===== src/rtl/demosaic_pkg.sv =====
// Shared constants for the demosaic frame sequencer: FSM state codes,
// coordinate width and default datapath depth.
package demosaic_pkg;

  localparam int unsigned COORD_W      = 16;
  localparam int unsigned PIPE_DLY_DEF = 2;
  localparam int unsigned STATE_W      = 3;

  localparam logic [STATE_W-1:0] S_IDLE  = 3'd0;
  localparam logic [STATE_W-1:0] S_FILL  = 3'd1;
  localparam logic [STATE_W-1:0] S_RUN   = 3'd2;
  localparam logic [STATE_W-1:0] S_FLUSH = 3'd3;
  localparam logic [STATE_W-1:0] S_DRAIN = 3'd4;
  localparam logic [STATE_W-1:0] S_DONE  = 3'd5;

endpackage


===== src/rtl/demosaic_frame_ctrl_if.sv =====
// Pixel handshake, datapath control and output-coordinate bundle between
// the stream source/sink (master) and the frame sequencer (slave).
interface demosaic_frame_ctrl_if;
  import demosaic_pkg::*;

  logic               iStart;
  logic               iValid;
  logic               oReady;
  logic               iOutReady;
  logic               oShiftEn;
  logic               oPadSel;
  logic [1:0]         oPhase;
  logic               oOutValid;
  logic [COORD_W-1:0] oX;
  logic [COORD_W-1:0] oY;
  logic               oBusy;
  logic               oDone;

  modport master (
    output iStart, iValid, iOutReady,
    input  oReady, oShiftEn, oPadSel, oPhase, oOutValid, oX, oY, oBusy, oDone
  );

  modport slave (
    input  iStart, iValid, iOutReady,
    output oReady, oShiftEn, oPadSel, oPhase, oOutValid, oX, oY, oBusy, oDone
  );

endinterface


===== src/rtl/demosaic_xy_counter.sv =====
// Raster column/row counter: column wraps after WIDTH-1 and bumps the row.
// Synchronous clear has priority over enable.
module demosaic_xy_counter #(
  parameter int unsigned WIDTH   = 320,
  parameter int unsigned COORD_W = 16
) (
  input  logic               clk,
  input  logic               reset,
  input  logic               clr,
  input  logic               en,
  output logic [COORD_W-1:0] x,
  output logic [COORD_W-1:0] y
);

  always_ff @(posedge clk or negedge reset) begin
    if (!reset) begin
      x <= '0;
      y <= '0;
    end else if (clr) begin
      x <= '0;
      y <= '0;
    end else if (en) begin
      if (x == COORD_W'(WIDTH - 1)) begin
        x <= '0;
        y <= y + COORD_W'(1);
      end else begin
        x <= x + COORD_W'(1);
      end
    end
  end

endmodule


===== src/rtl/demosaic_frame_ctrl.sv =====
// Frame sequencer for the two-line-tap Bayer demosaic: fills the line buffers,
// streams the frame, flushes with zero pads and drains the datapath pipeline.
module demosaic_frame_ctrl
  import demosaic_pkg::*;
#(
  parameter int unsigned WIDTH      = 320,
  parameter int unsigned HEIGHT     = 240,
  parameter int unsigned FILL_LINES = 2,
  parameter int unsigned PIPE_DLY   = PIPE_DLY_DEF
) (
  input  logic                 clk,
  input  logic                 reset,
  demosaic_frame_ctrl_if.slave bus
);

  localparam logic [31:0] FILL_PIX  = 32'(FILL_LINES * WIDTH);
  localparam logic [31:0] FRAME_PIX = 32'(WIDTH * HEIGHT);
  localparam int unsigned DRAIN_W   = (PIPE_DLY > 1) ? $clog2(PIPE_DLY) : 1;

  logic [STATE_W-1:0]  state_q, state_d;
  logic [31:0]         in_cnt_q, pad_cnt_q;
  logic [DRAIN_W-1:0]  drain_q;
  logic [PIPE_DLY-1:0] dly_q;
  logic [COORD_W-1:0]  sx, sy;

  logic       start_c, ready_c, shift_c, pad_c, post_c;
  logic [1:0] phase_c;

  // Next state and per-cycle handshake/datapath controls
  always_comb begin
    state_d = state_q;
    start_c = 1'b0;
    ready_c = 1'b0;
    shift_c = 1'b0;
    pad_c   = 1'b0;
    post_c  = 1'b0;
    phase_c = 2'b00;
    case (state_q)
      S_IDLE: begin
        start_c = bus.iStart;
        if (bus.iStart) state_d = S_FILL;
      end
      S_FILL: begin
        ready_c = 1'b1;
        shift_c = bus.iValid;
        if (shift_c && (in_cnt_q + 32'd1 == FILL_PIX)) state_d = S_RUN;
      end
      S_RUN: begin
        ready_c = bus.iOutReady;
        shift_c = bus.iValid & bus.iOutReady;
        post_c  = shift_c;
        phase_c = {sy[0], sx[0]};
        if (shift_c && (in_cnt_q + 32'd1 == FRAME_PIX)) state_d = S_FLUSH;
      end
      S_FLUSH: begin
        pad_c   = 1'b1;
        shift_c = bus.iOutReady;
        post_c  = shift_c;
        phase_c = {sy[0], sx[0]};
        if (shift_c && (pad_cnt_q + 32'd1 == FILL_PIX)) state_d = S_DRAIN;
      end
      S_DRAIN: begin
        if (drain_q == DRAIN_W'(PIPE_DLY - 1)) state_d = S_DONE;
      end
      S_DONE:  state_d = S_IDLE;
      default: state_d = S_IDLE;
    endcase
  end

  always_ff @(posedge clk or negedge reset) begin
    if (!reset) begin
      state_q   <= S_IDLE;
      in_cnt_q  <= '0;
      pad_cnt_q <= '0;
      drain_q   <= '0;
      dly_q     <= '0;
    end else begin
      state_q <= state_d;
      if (start_c) begin
        in_cnt_q  <= '0;
        pad_cnt_q <= '0;
      end else if (shift_c && pad_c) begin
        pad_cnt_q <= pad_cnt_q + 32'd1;
      end else if (shift_c) begin
        in_cnt_q <= in_cnt_q + 32'd1;
      end
      drain_q <= (state_q == S_DRAIN) ? drain_q + DRAIN_W'(1) : '0;
      // Post-fill flag rides alongside the pixel through the datapath registers
      dly_q   <= PIPE_DLY'({dly_q, post_c});
    end
  end

  demosaic_xy_counter #(.WIDTH(WIDTH), .COORD_W(COORD_W)) u_shift_xy (
    .clk   (clk),
    .reset (reset),
    .clr   (start_c),
    .en    (post_c),
    .x     (sx),
    .y     (sy)
  );

  demosaic_xy_counter #(.WIDTH(WIDTH), .COORD_W(COORD_W)) u_out_xy (
    .clk   (clk),
    .reset (reset),
    .clr   (start_c),
    .en    (dly_q[PIPE_DLY-1]),
    .x     (bus.oX),
    .y     (bus.oY)
  );

  // Only the parity bits of the shift-side position feed the Bayer phase
  logic unused_sxy;
  assign unused_sxy = ^{sx[COORD_W-1:1], sy[COORD_W-1:1]};

  assign bus.oReady    = ready_c;
  assign bus.oShiftEn  = shift_c;
  assign bus.oPadSel   = pad_c;
  assign bus.oPhase    = phase_c;
  assign bus.oOutValid = dly_q[PIPE_DLY-1];
  assign bus.oBusy     = (state_q != S_IDLE);
  assign bus.oDone     = (state_q == S_DONE);

endmodule


===== src/flat_wrapper.sv =====
// flat-port wrapper written by rule: the top's interface ports become plain ports
module demosaic_frame_ctrl_flat import demosaic_pkg::*;
#(
  parameter int unsigned WIDTH      = 320,
  parameter int unsigned HEIGHT     = 240,
  parameter int unsigned FILL_LINES = 2,
  parameter int unsigned PIPE_DLY   = PIPE_DLY_DEF
)
  (clk, reset, bus_iStart, bus_iValid, bus_iOutReady, bus_oReady, bus_oShiftEn, bus_oPadSel, bus_oPhase, bus_oOutValid, bus_oX, bus_oY, bus_oBusy, bus_oDone);
  demosaic_frame_ctrl_if bus_i ();
  input  logic clk;
  input  logic reset;
  input wire logic [$bits(bus_i.iStart)-1:0] bus_iStart;
  input wire logic [$bits(bus_i.iValid)-1:0] bus_iValid;
  input wire logic [$bits(bus_i.iOutReady)-1:0] bus_iOutReady;
  output wire logic [$bits(bus_i.oReady)-1:0] bus_oReady;
  output wire logic [$bits(bus_i.oShiftEn)-1:0] bus_oShiftEn;
  output wire logic [$bits(bus_i.oPadSel)-1:0] bus_oPadSel;
  output wire logic [$bits(bus_i.oPhase)-1:0] bus_oPhase;
  output wire logic [$bits(bus_i.oOutValid)-1:0] bus_oOutValid;
  output wire logic [$bits(bus_i.oX)-1:0] bus_oX;
  output wire logic [$bits(bus_i.oY)-1:0] bus_oY;
  output wire logic [$bits(bus_i.oBusy)-1:0] bus_oBusy;
  output wire logic [$bits(bus_i.oDone)-1:0] bus_oDone;
  assign bus_i.iStart = bus_iStart;
  assign bus_i.iValid = bus_iValid;
  assign bus_i.iOutReady = bus_iOutReady;
  assign bus_oReady = bus_i.oReady;
  assign bus_oShiftEn = bus_i.oShiftEn;
  assign bus_oPadSel = bus_i.oPadSel;
  assign bus_oPhase = bus_i.oPhase;
  assign bus_oOutValid = bus_i.oOutValid;
  assign bus_oX = bus_i.oX;
  assign bus_oY = bus_i.oY;
  assign bus_oBusy = bus_i.oBusy;
  assign bus_oDone = bus_i.oDone;
  demosaic_frame_ctrl #(.WIDTH(WIDTH), .HEIGHT(HEIGHT), .FILL_LINES(FILL_LINES), .PIPE_DLY(PIPE_DLY)) u_core (.clk(clk), .reset(reset), .bus(bus_i));
endmodule

===== config.mk =====
export PLATFORM = sky130hd
export DESIGN_NAME = demosaic_frame_ctrl_flat
export DESIGN_NICKNAME = d
export VERILOG_FILES = /design/src/rtl/demosaic_pkg.sv /design/src/rtl/demosaic_frame_ctrl_if.sv /design/src/rtl/demosaic_xy_counter.sv /design/src/rtl/demosaic_frame_ctrl.sv /design/src/flat_wrapper.sv
export SDC_FILE = /design/constraint.sdc
export NUM_CORES = 1
export LEC_CHECK = 0
export BUFFER_PORTS_ARGS = -buffer_cell sky130_fd_sc_hd__buf_2
export CORE_MARGIN = 5
export CORE_UTILIZATION = 30
export CTS_BUF_LIST = sky130_fd_sc_hd__clkbuf_8
export CTS_CLUSTER_SIZE = 12
export DETAILED_ROUTE_END_ITERATION = 10
export GPL_TIMING_DRIVEN = 0
export PLACE_DENSITY_LB_ADDON = 0.2
export SKIP_LAST_GASP = 1
export SYNTH_ARGS = -nofsm -noshare
export SYNTH_HDL_FRONTEND = slang
export SYNTH_SLANG_ARGS = --single-unit

===== constraint.sdc =====
create_clock -name clk -period 3.65 [get_ports clk]
set_input_delay 0.9125 -clock clk [delete_from_list [all_inputs] [get_ports clk]]
set_output_delay 0.9125 -clock clk [all_outputs]
set_load 0.01 [all_outputs]

==> results of run 1 <==
==> cells in the mapped netlist (15+ instances only) <==
master    instances
nor2_1          113
xor2_1           33
nand2_1         101
a31oi_1          15
nor3_1           19
nand3_1          52
o21ai_0         107
nand4_1          40
a21oi_1          30
clkbuf_1         37
dfrtp_1         119
and2_1           15
inv_1            17
and3_1           22
xnor2_1          26
o31ai_1          21
==> report_power, final <==
group	switching, mW	internal [mW]
registers	0.0476	1.37
logic	0.203	0.0921
clock network	0.645	0.552
==> cell type report <==
cell class	count	area, um2	share of cell area (%)
Buffer	54	241	2.84
Clock buffer	17	234	2.76
Clock inverter	15	143	1.68
Inverter	17	63.8	0.752
Multi-Input combinational cell	715	4180	49.2
Sequential cell	119	2980	35.1
Tap cell	324	405	4.78
Timing Repair Buffer	44	249	2.93
==> flip-flops by register name (all words and copies together), names as in the netlist <==
signal	cells
u_core.u_shift_xy.y	1
u_core.dly_q	2
u_core.u_out_xy.y	16
u_core.u_shift_xy.x	16
u_core.in_cnt_q	32
u_core.drain_q	1
u_core.pad_cnt_q	32
u_core.state_q	3
u_core.u_out_xy.x	16
==> worst register-to-register path, stage by stage, from the launching register on <==
cell	delay, ns
dfrtp_1	0.32
buf_2	0.19
nand3_1	0.32
or3_1	0.47
nor2_1	0.44
o2111a_1	0.28
nand4_1	0.14
nor4_2	0.53
nand2_1	0.12
a32o_1	0.27
==> per-stage QoR <==
| stage | setup WS, ns | power, mW | setup TNS [ns] | util (%) | hold WS, ns |
|---|---|---|---|---|---|
| floorplan | 0.979 | 1.61 | 0 | - | 0.331 |
| global placement | -0.0822 | 1.73 | -8.40 | 33.1 | 0.334 |
| detailed placement | 0.103 | 1.74 | 0 | 33.3 | 0.342 |
| CTS | 0.445 | 2.95 | 0 | 34.8 | 0.363 |
| global route | 0.302 | 3.05 | 0 | 34.8 | 0.374 |
| finish | 0.464 | 2.91 | 0 | 34.8 | 0.366 |
==> per-layer routing <==
| layer | share of wire [%] | vias up | GRT usage (%) |
|---|---|---|---|
| li1 | - | 3401 | - |
| met1 | 48 | 3278 | 21.4 |
| met2 | 47 | 109 | 24.9 |
| met3 | 3.6 | 14 | 2.69 |
| met4 | 1.0 | 0 | 3.32 |
| met5 | 0 | - | 0 |
==> path summary, 6_finish.rpt <==
path | depth (start not counted) | endpoint | slack (ns) | startpoint
max in group asynchronous | 2 | u_core.in_cnt_q[11] | 2.50 | reset
worst max register to register | 9 | u_core.state_q[0] | 0.46 | u_core.in_cnt_q[2]
min in group asynchronous | 1 | u_core.in_cnt_q[26] | 0.42 | reset
worst max-delay path | 9 | u_core.state_q[0] | 0.46 | u_core.in_cnt_q[2]
worst min-delay path | 0 | u_core.dly_q[1] | 0.37 | u_core.dly_q[0]
worst min register to register | 0 | u_core.dly_q[1] | 0.37 | u_core.dly_q[0]
==> kinds of logic (layout without fill, tap and decap cells) <==
logic type / count (synthesis) / count (layout) / synth area share (%)
buffers and inverters: 71 / 147 / 4.09
adders and majority gates: 5 / 5 / 0.839
and+or+nand+nor: 435 / 435 / 30.6
DFF: 119 / 119 / 39.9
AOI/OAI and AO/OA: 212 / 212 / 17.0
muxes: 4 / 4 / 0.537
xor gates and xnor gates: 59 / 59 / 6.93
==> metrics.txt, run 1 <==
crit-path max FO 8; commonest non-fill, non-tap cell in the layout dfrtp_1; WP buf/inv 1; Finished Layout Cells 1305; Synth area leaders dfrtp_1, o21ai_0, nor2_1; kind of cell adding the most delay to the critical path simple AND/OR/NAND/NOR gates; number of inserted diodes 0; final-report hold violation count 0; root buf cell clkbuf_8; largest net degree at the start of global routing 61; DPL Wire Length 15000 um; post-CTS sizing 0; CTS tree done; PortBufs 43; fmax 0.314 GHz; clock tree buffer depth 2; Tot GR Track Use 15.3%; worst endpoint required time 3.98 ns; Die X 168 um; layout overhead on the synthesized area 13.8%; layout cells sized above 1 11.2%; syn_nets 915; Setup crit end kind flip-flop; Starting Density 30.6%; vias in the first global route 6521; vias per inst 5.21; #FFs+latches synth 119; I/O pin cnt 45; final-report max-slew violation count 0; worst-margin pin slew 0.740 ns; EDFF count, synth 0; Final period util 87.3%; post-synth cell types 63; TritonRoute pass-1 iters 9; Final setup violation count 0; ys async rst share 100%; Core Rows 57; Yosys top cell area share 39.9%; total number of vias 6802; Post-Synthesis Cells 905; Crit Path Class flip-flop to flip-flop; clk_skew 0.0224 ns; design area 8490 um2; WP data arrival 3.51 ns; # placed instances 1273; Final nets 978; Clock Pin Slew Worst Setup and Hold Paths 0.09 ns; prevailing post-synth register cell dfrtp_1; Slew headroom 50.3%; first-pass GRT wire length 35500 um; wire length per cell 16.4 um; Synth Warn # 0; initial antenna violation count 0; CTS Buf Count 17; Worst Setup Start Kind flip-flop; H-tree Lvls 4; post-layout min period 3.19 ns; CTS sink count 119; grt ovf 0; DRC viols 0; die area 28100 um2; unrepaired setup endpoints after global routing no; max cap viols 0; antenna-violating nets left 0; die height 168 um; most frequent cells in the layout dfrtp_1, nor2_1, o21ai_0; Cell Area, Placed 8110 um2; CP max stage delay 0.53 ns; mapped cell area 7460 um2; Avg Cell Area, Syn 8.24 um2; postcts setup bufs 0; RD Place Congestion 0.819; Hold/Removal Path Class flip-flop to flip-flop; status completed; IR drop worst, VDD 203 uV; area of the core 24400 um2; crit-path cells buf_2, nand3_1, or3_1, nor2_1, o2111a_1, nand4_1, nor4_2, nand2_1, a32o_1; Worst path slowest cell nor4_2; leakage 3.59 nW; CTS Hold Bufs 0; DRT Wirelength 21300 um; Seq/Total Area, Yosys 39.9%; fillers 2597; initial detailed-routing violation count 625; Yosys top cell by area dfrtp_1; Clk Latency, worst-skew pair 0.46 ns; PwrDens 342 nW/um2
No activity file was read; power rests on OpenSTA's default activity.
==> inputs of run 2 (changes only) <==
--- a/config.mk
+++ b/config.mk
@@ -5,13 +5,13 @@
 export SDC_FILE = /design/constraint.sdc
 export NUM_CORES = 1
 export LEC_CHECK = 0
+export ABC_AREA = 1
 export BUFFER_PORTS_ARGS = -buffer_cell sky130_fd_sc_hd__buf_2
 export CORE_MARGIN = 5
 export CORE_UTILIZATION = 30
 export CTS_BUF_LIST = sky130_fd_sc_hd__clkbuf_8
 export CTS_CLUSTER_SIZE = 12
 export DETAILED_ROUTE_END_ITERATION = 10
-export GPL_TIMING_DRIVEN = 0
 export PLACE_DENSITY_LB_ADDON = 0.2
 export SKIP_LAST_GASP = 1
 export SYNTH_ARGS = -nofsm -noshare
==> run 2 against run 1 <==
Area after synthesis is 0.20% higher; first-iteration DRC count is 35% lower; die area is 0.19% higher; sequential share of layout area is 0.21 points higher; register-to-register slack better by 0.65 ns; fmax is 8.6% higher; sequential power is 43% higher; wire length is 8.0% lower; power is 71% higher; clock skew is 0.0061 ns lower; flip-flop and latch count stayed put; critical path type is now flip-flop to primary output; highest routed layer unchanged.
==> metrics.txt, run 2 <==
status completed; most frequent cells in the layout nand2_1, nor2_1, inv_1; layout overhead on the synthesized area 12.9%; CTS Hold Bufs 0 (unchanged); initial detailed-routing violation count 408 (-35%); max cap viols 0 (unchanged); Setup crit end kind primary output; commonest non-fill, non-tap cell in the layout nand2_1; fmax 0.341 GHz (+8.6%); DRC viols 0 (unchanged); largest registers u_core.in_cnt_q (32), u_core.pad_cnt_q (32); die height 168 um (about the same); largest net degree at the start of global routing 63 (+3.3%); Yosys top cell area share 39.8% (-0.080 points); postcts setup bufs 0 (unchanged); WHS Path Cells 0 (unchanged); DRT met1 WL 9670 um (-5.8%); worst-margin pin slew 0.711 ns (-0.0292 ns); met3 routed WL 703 um (-7.4%); Starting Density 30.6% (+0.062 points); root buf cell clkbuf_8; Power Internal 2.76 mW (+37%); xor-xnor portion of the synthesized cell area 2.58% (-4.4 points); clk_skew 0.0163 ns (-0.00610 ns); final-report hold violation count 0 (unchanged); largest family of logic cells by synthesized area simple AND/OR/NAND/NOR gates; synthesized-area fraction occupied by and/or/nand/nor cells 38.0% (+7.4 points); area of the core 24400 um2 (unchanged); WP data arrival 2.02 ns (-1.49 ns); DPL Wire Length 14700 um (-1.8%); Worst Setup Start Kind flip-flop; post-synthesis mux area share 0% (-0.54 points); antenna-violating nets left 0 (unchanged); adder-cell share of the synthesized area 0.837% (-0.0017 points); vias in the first global route 6490 (-0.48%); leakage 3.77 nW (+5.1%); PwrDens 589 nW/um2 (+72%); clock share of power 22.5% (-19 points); Final nets 1165 (+19%); Worst path slowest cell dfrtp_1; Hold Startpoint u_core.dly_q[0]; Die X 168 um (about the same); EDFF count, synth 0 (unchanged); ys async rst share 100% (unchanged); R2R Path Start u_core.state_q[0]; Final setup violation count 0 (unchanged); post-CTS sizing 0 (unchanged); Synth Area in Compound Gates 10.3% (-6.7 points); Sw Ratio 44.6% (+14 points); syn_nets 1113 (+22%); Yosys top cell by area dfrtp_1; R2R Setup Slk 1.11 ns (+0.65 ns); layout cells sized above 1 11.0% (-0.25 points); Synth area leaders dfrtp_1, nand2_1, nor2_1; Tot GR Track Use 14.1% (-1.2 points); most used cell, CP inv_2; top sig layer met4; Worst Reg2Reg Path Length in Cells 13 (+4); Slew headroom 52.5% (+2.2 points); Synth Warn # 0 (unchanged); crit-path cells nor2_1, inv_2, nor2_2, nand2_2, o21ai_4, inv_2, o21ai_2, buf_2; r2r endpoint u_core.u_out_xy.y[15]; crit-path max FO 17 (+9); total number of vias 6932 (+1.9%); initial antenna violation count 0 (unchanged); die area 28200 um2 (+0.19%); H-tree Lvls 4 (unchanged); most numerous cell in the Yosys netlist nand2_1; WHS Endpoint u_core.dly_q[1]; Hold/Removal Path Class flip-flop to flip-flop; grt ovf 0 (unchanged); Core Rows 57 (unchanged); worst endpoint required time 2.74 ns (-1.24 ns); I/O pin cnt 45 (unchanged); TritonRoute pass-1 iters 4 (-5); clock tree buffer depth 2 (unchanged); vias per inst 4.65 (-11%); Cell Area, Placed 8090 um2 (-0.29%); P_sw 2.22 mW (+150%); Post-Synthesis Cells 1103 (+22%); post-synth cell types 39 (-38%); fin util 34.6% (-0.21 points); first-pass GRT wire length 32600 um (-8.1%); CP max stage delay 0.43 ns (-0.10 ns); Crit. Startpoint u_core.state_q[2]; IR drop worst, VDD 342 uV (+69%); DRT Wirelength 19600 um (-8.0%); Clock Pin Slew Worst Setup and Hold Paths 0.08 ns (about the same); setup_tns 0 ns (unchanged); Crit Path Class flip-flop to primary output; met2 wire length 9070 um (-10%); unrepaired setup endpoints after global routing no; Seq/Total Area, Yosys 39.8% (-0.080 points); Final period util 80.4% (-6.9 points); number of inserted diodes 0 (unchanged); Avg Cell Area, Syn 6.78 um2 (-18%); Post-synth top cells nand2_1, nor2_1, inv_1; CTS sink count 119 (unchanged); fillers 2649 (+2.0%); RD Place Congestion 0.835 (+1.9%); prevailing post-synth register cell dfrtp_1; Clk Latency, worst-skew pair 0.45 ns (about the same); Finished Layout Cells 1492 (+14%); #FFs+latches synth 119 (unchanged); final-report max-slew violation count 0 (unchanged); sequential power share 40.7% (-7.9 points); # placed instances 1460 (+15%); Gate power share 36.8% (+27 points); CTS Buf Count 17 (unchanged); design area 8440 um2 (-0.59%); post-layout min period 2.93 ns (-0.251 ns); mapped cell area 7470 um2 (+0.20%); PortBufs 44 (+2.3%); CTS tree done; wire length per cell 13.2 um (-19%)
## run 2: cell types whose count changed in the layout (fill, tap and decap cells not counted), moves of 20 or more
cell / before / now
and3_1: 22 / 2
clkbuf_1: 37 / 0
inv_1: 17 / 141
nand2_1: 101 / 337
nand3_1: 52 / 79
nand4_1: 40 / 8
nor2_1: 113 / 158
o21ai_0: 107 / 76
xnor2_1: 26 / 1
## run 2: metal layers
metal / vias to the layer above / global-route usage (%)
li1: 3633 / -
met1: 3167 / 19.4
met2: 117 / 23.0
met3: 15 / 2.65
met4: 0 / 3.42
met5: - / 0
## run 2: cell type report
cell class	instances	area, um2	share of cell area [%]
Clock buffer	17	234	2.77
Clock inverter	15	116	1.38
Timing Repair Buffer	51	292	3.45
Sequential cell	119	2980	35.3
Multi-Input combinational cell	821	3870	45.9
Tap cell	324	405	4.80
Inverter	145	544	6.45
## run 2: worst max-delay path: cells and delay by family, from the launching register on
family | cells | cell delay (ns)
flip-flops | 1 | 0.43
AND/OR/NAND/NOR | 3 | 0.59
AO/OA/AOI/OAI | 2 | 0.25
buffers and inverters | 3 | 0.31
## run 2: stage by stage
step                worst slack, ns  power [mW]  hold WS, ns
floorplan                      1.39        3.30        0.331
global placement              0.916        3.90        0.376
detailed placement            0.860        3.90        0.377
CTS                           0.660        5.04        0.388
global route                  0.506        5.43        0.383
finish                        0.715        4.97        0.372
## run 2: how the worst max path moves through the flow
stage / slack, ns / to
CTS: 0.66 / bus_oShiftEn
global route: 0.51 / bus_oShiftEn
finish: 0.72 / bus_oShiftEn
global placement: 0.92 / u_core.u_out_xy.y[15]
floorplan: 1.39 / bus_oShiftEn
detailed placement: 0.86 / u_core.u_out_xy.y[15]
## run 2: logic make-up after synthesis
family,after synthesis
compound gates,138
xor+xnor,22
fa+ha+maj,5
buf+inv,163
flops,119
simple gates,656
## run 2: power groups by stage
stage	Sequential, mW	Combinational, mW	Clock, mW
floorplan	1.96	1.34	0
finish	2.02	1.83	1.12
CTS	2.02	1.87	1.15
global placement	2.04	1.86	0
detailed placement	2.04	1.86	0
global route	2.08	2.13	1.21
